## src/rtl/softmax_argmax.sv

```systemverilog
// Sequential argmax back-end: scans one softmax element per cycle and reports the
// winning class index, score, margin over the runner-up and a confidence flag.
module softmax_argmax #(
    parameter int NUM_CLASSES    = 128,
    parameter int ACTIV_BITS     = 8,
    parameter int CONF_THRESHOLD = 128,
    parameter int IDX_BITS       = $clog2(NUM_CLASSES)
) (
    input  logic                              clk,
    input  logic                              rst_n,
    input  logic [NUM_CLASSES*ACTIV_BITS-1:0] data_in,
    input  logic                              data_valid,
    output logic                              data_ready,
    output logic [IDX_BITS-1:0]               class_idx,
    output logic [ACTIV_BITS-1:0]             class_score,
    output logic [ACTIV_BITS-1:0]             class_margin,
    output logic                              class_conf,
    output logic                              result_valid,
    input  logic                              result_ready,
    output logic                              busy
);

    localparam logic [ACTIV_BITS-1:0] THRESH   = ACTIV_BITS'(CONF_THRESHOLD);
    localparam logic [IDX_BITS-1:0]   LAST_IDX = IDX_BITS'(NUM_CLASSES - 1);

    typedef enum logic [1:0] {IDLE, SCAN, DONE} state_t;

    state_t                            state, state_nxt;
    logic [NUM_CLASSES*ACTIV_BITS-1:0] vec;
    logic [IDX_BITS-1:0]               k, best_idx, idx_nxt;
    logic [ACTIV_BITS-1:0]             best, second, elem, best_nxt, second_nxt;
    logic                              last;

    assign elem = vec[int'(k)*ACTIV_BITS +: ACTIV_BITS];
    assign last = (k == LAST_IDX);

    // Strict compares keep the lowest index on ties; an equal later value still lifts second.
    always_comb begin
        best_nxt   = best;
        second_nxt = second;
        idx_nxt    = best_idx;
        if (k == '0) begin
            best_nxt   = elem;
            second_nxt = '0;
            idx_nxt    = '0;
        end else if (elem > best) begin
            second_nxt = best;
            best_nxt   = elem;
            idx_nxt    = k;
        end else if (elem > second) begin
            second_nxt = elem;
        end
    end

    always_comb begin
        state_nxt = state;
        case (state)
            IDLE:    if (data_valid)   state_nxt = SCAN;
            SCAN:    if (last)         state_nxt = DONE;
            DONE:    if (result_ready) state_nxt = IDLE;
            default:                   state_nxt = IDLE;
        endcase
    end

    always_ff @(posedge clk or negedge rst_n) begin
        if (!rst_n) state <= IDLE;
        else        state <= state_nxt;
    end

    always_ff @(posedge clk or negedge rst_n) begin
        if (!rst_n) begin
            vec          <= '0;
            k            <= '0;
            best         <= '0;
            second       <= '0;
            best_idx     <= '0;
            class_idx    <= '0;
            class_score  <= '0;
            class_margin <= '0;
            class_conf   <= 1'b0;
        end else begin
            case (state)
                IDLE: begin
                    if (data_valid) begin
                        vec <= data_in;
                        k   <= '0;
                    end
                end
                SCAN: begin
                    best     <= best_nxt;
                    second   <= second_nxt;
                    best_idx <= idx_nxt;
                    if (last) begin
                        class_idx    <= idx_nxt;
                        class_score  <= best_nxt;
                        class_margin <= best_nxt - second_nxt;
                        class_conf   <= (best_nxt >= THRESH);
                    end else begin
                        k <= k + 1'b1;
                    end
                end
                default: ;
            endcase
        end
    end

    assign data_ready   = (state == IDLE);
    assign result_valid = (state == DONE);
    assign busy         = (state != IDLE);

endmodule

```

## config.mk

```make
export PLATFORM = sky130hd
export DESIGN_NAME = softmax_argmax
export DESIGN_NICKNAME = d
export VERILOG_FILES = /design/src/rtl/softmax_argmax.sv
export SDC_FILE = /design/constraint.sdc
export NUM_CORES = 2
export LEC_CHECK = 0
export ABC_AREA = 1
export CORE_MARGIN = 2
export CORE_UTILIZATION = 28
export CTS_CLUSTER_SIZE = 25
export DETAILED_ROUTE_END_ITERATION = 8
export GPL_TIMING_DRIVEN = 0
export SYNTH_ARGS = -nofsm -noshare
export SYNTH_HDL_FRONTEND = slang
export SYNTH_SLANG_ARGS = --single-unit
```

## constraint.sdc

```tcl
create_clock -name clk -period 10.8 [get_ports clk]
set_clock_uncertainty 0.1 [all_clocks]
set_input_delay 2.16 -clock clk [delete_from_list [all_inputs] [get_ports clk]]
set_output_delay 2.16 -clock clk [all_outputs]
set_load 0.05 [all_outputs]
```

==> summary.txt <==
Status
  – Outcome: finished, violations left
  – Violated checks: capacitance limit, slew limit

Setup path
  – Worst setup path class: reg2reg
  – CP max FO: 10
  – Crit start category: register
  – CP max stage delay: 1210 ps
  – CP max-delay cell: clkbuf_1
  – Crit path required time: 11390 ps
  – CP dominant cell by count: a21oi_1
  – R2r setup slk: roughly 2900 ps
  – CP endpoint kind: register
  – CP arrival: 8490 ps

STA
  – Maximum clock frequency: 0.1265 GHz
  – RSZ-0062 raised after global routing: false
  – Hold slack: 375.8 ps
  – Max-slew headroom at the worst pin: -11.15%
  – Fin. Hold Viols: 0
  – Least-Margin Pin Slew: 1667 ps
  – Slew Limit Fails: 68
  – Final worst path period need: 7908 ps
  – Final worst-path cycle share: 73.22%
  – TNS Setup: 0 ps
  – # setup viols final: 0

Place
  – IO buf count: 1054
  – Placer Congestion: 0.9971
  – Placed cell area: 64740 um^2
  – Post-DP HPWL: approximately 270000 um

Clocking
  – CTS tree: yes
  – H-tree Lvls: 3
  – Clk Latency, worst-skew pair: 880 ps
  – Clk root buf: clkbuf_16
  – Clk sink count: 1080
  – Cts hold-fix bufs: 0
  – Resized Gates After CTS: 0
  – Clock Pin Slew Worst Setup and Hold Paths: 60 ps
  – Max Root-Sink Buffers: 3
  – Cts bufs inserted: 121
  – Post-CTS setup buffers: 0

Logic synthesis
  – #FFs+latches synth: 1080
  – Average cell area after synthesis: 7.516 um^2
  – Ys Warns: 0
  – Synthesized area: approximately 51000 um^2
  – Post-Syn Nets: 7832
  – Yosys cell types: 39
  – Seq/Total Area, Yosys: a little over half
  – Syn Inst Count: 6778

Route
  – DRT Pass-1 Iters: 9
  – Drt total wl: roughly 360000 um
  – Vias: 57020
  – Starting DRT DRC Count: around 8600
  – Routed length per instance: 34.70 um
  – Final ANT Viol Nets: 0
  – DR DRC count: 0
  – Drt via density: approximately 5.4

Final layout
  – Final instance area: 69250 um^2
  – Layout fillers: 18890
  – Area grow syn2layout: 35.93%
  – Final nets: 9019
  – Layout cells sized above 1: 5.901%

Power and ir drop
  – Max VDD drop: about 0.28 mV
  – Pwr dens: 364.6 nW/um^2
  – Lkg Pwr: around 34 nW

Floorplan
  – Die H: about 430 um
  – Die width: 430.6 um
  – Starting Density: around 28%
  – DIE AREA: 185400 um^2
  – Core area: about 180000 um^2
  – # rows: roughly 160
  – Top-Level Pins: 1055

Global route
  – GRT Residual Overflow: 0
  – Vias in the first global route: 54060
  – Global Route Usage Sum: a little under two fifths
  – Initial antenna violation count: 100
  – Largest net degree at the start of global routing: around 180
  – First-pass GRT wire length: ~470000 um

Run
  – Max-cap violation count: 6

Hold path
  – Worst Hold Class: reg2reg
-- cell usage in the layout, fill, tap and decap left out, drive strengths merged --
| master | n |
|---|---|
| a21oi | 57 |
| buf | 229 |
| clkbuf | 390 |
| nand2 | 3445 |
| o31ai | 1 |
| mux2 | 1 |
| a22oi | 1 |
| nand4 | 39 |
| clkinvlp | 8 |
| o21bai | 1 |
| inv | 145 |
| nor2 | 604 |
| a211oi | 1 |
| o21ai | 635 |
| nor3 | 3 |
| bufinv | 19 |
| a21o | 1 |
| and2 | 10 |
| o211ai | 11 |
| dfrtp | 1080 |
| a31oi | 2 |
| ha | 25 |
| xor2 | 2 |
| a22o | 3 |
| o22ai | 191 |
| clkdlybuf4s50 | 1053 |
| nand3 | 80 |
| diode | 50 |
| xnor2 | 1 |
| fa | 1 |
| clkinv | 27 |
-- sequential cells by signal, indices dropped and copies added (netlist names) --
signal        flops
vec            1024
k                 7
state             2
best              8
second            8
class_score       8
best_idx          7
class_conf        1
class_idx         7
class_margin      8
-- logic make-up (layout without fill, tap and decap cells) --
logic type      after synthesis  after routing  share of synthesized area, %
xor+xnor                      3              3                       0.05158
mux                           1              1                       0.02210
compound gates              904            904                         9.500
fa+ha+maj                    26             26                        0.6533
buf+inv                     583           1871                         5.408
flops                      1080           1080                         53.05
simple gates               4181           4181                         31.32
other cells                   0             50                             0
-- where the power goes --
group	internal [mW]	total, mW	switching [mW]
clock network	2.70	4.64	1.94
registers	6.05	7.53	1.49
logic	3.47	13.1	9.61
-- routing by layer --
| metal | track usage [%] | routed length (um) |
|---|---|---|
| met1 | 47.11 | 137400 |
| met2 | 58.12 | 159900 |
| met3 | 10.40 | 37310 |
| met4 | 26.11 | 29110 |
| met5 | 0 | 184 |
-- synth_stat cells (all sizes together) --
library cell  count  area (um^2)
o22ai           191         1195
o31ai             1        7.510
a21oi            57        285.3
nand2          3445        12930
nor3              3        15.01
clkbuf          223        839.6
xor2              2        17.52
a31oi             2        12.51
a21o              1        7.510
mux2              1        11.26
buf             218         1378
and2             10        62.56
o21bai            1        7.510
inv             141        534.3
a22oi             1        7.510
nand4            39        259.0
xnor2             1        8.760
o211ai           11        82.58
nor2            604         2285
a211oi            1        7.510
dfrtp          1080        27030
a22o              3        26.28
nand3            80        400.4
o21ai           635         3201
clkinv            1        3.750
ha               25        312.8
fa                1        20.02
-- critical path, delay by kind of cell, from the launching register on --
kind / cells / cell delay (ps)
buf+inv: 6 / 2240
simple gates: 11 / 1570
compound gates: 13 / 2670
flops: 1 / 380
fa+ha+maj: 3 / 800
-- cell type report --
cell class | count | area (um^2) | area share [%]
tap | 2370 | 2965 | 4.282
antenna | 50 | 125.1 | 0.1807
clock inverter | 57 | 889.6 | 1.285
clock buffer | 167 | 3473 | 5.016
sequential | 1080 | 27030 | 39.03
inverter | 142 | 538.0 | 0.7769
buffer | 441 | 2251 | 3.250
timing repair buffer | 1064 | 10820 | 15.62
multi-input combinational | 5115 | 21170 | 30.56
-- stage by stage --
| stage | std cells | power [mW] | worst slack (ps) | util, % |
|---|---|---|---|---|
| final | 10490 | 25.25 | 2892 | 38.31 |
| after global routing | 10460 | 26.03 | 2674 | 38.27 |
| after CTS | 10440 | 24.59 | 3100 | 38.24 |
| after detailed placement | 10210 | 19.93 | 3204 | 35.82 |
| after global placement | 10200 | 19.88 | -43100 | 35.66 |
| after floorplan | 6778 | 13.14 | 6145 | - |
-- worst paths after layout --
kind	end	startpoint	cells after the start
max in group asynchronous	vec[130]	rst_n	5
min in group asynchronous	vec[810]	rst_n	2
min	vec[528]	vec[528]	2
max reg2reg	class_margin[6]	k[1]	33
max	class_margin[6]	k[1]	33
min reg2reg	vec[528]	vec[528]	2
(Power assumes the default switching activity.)
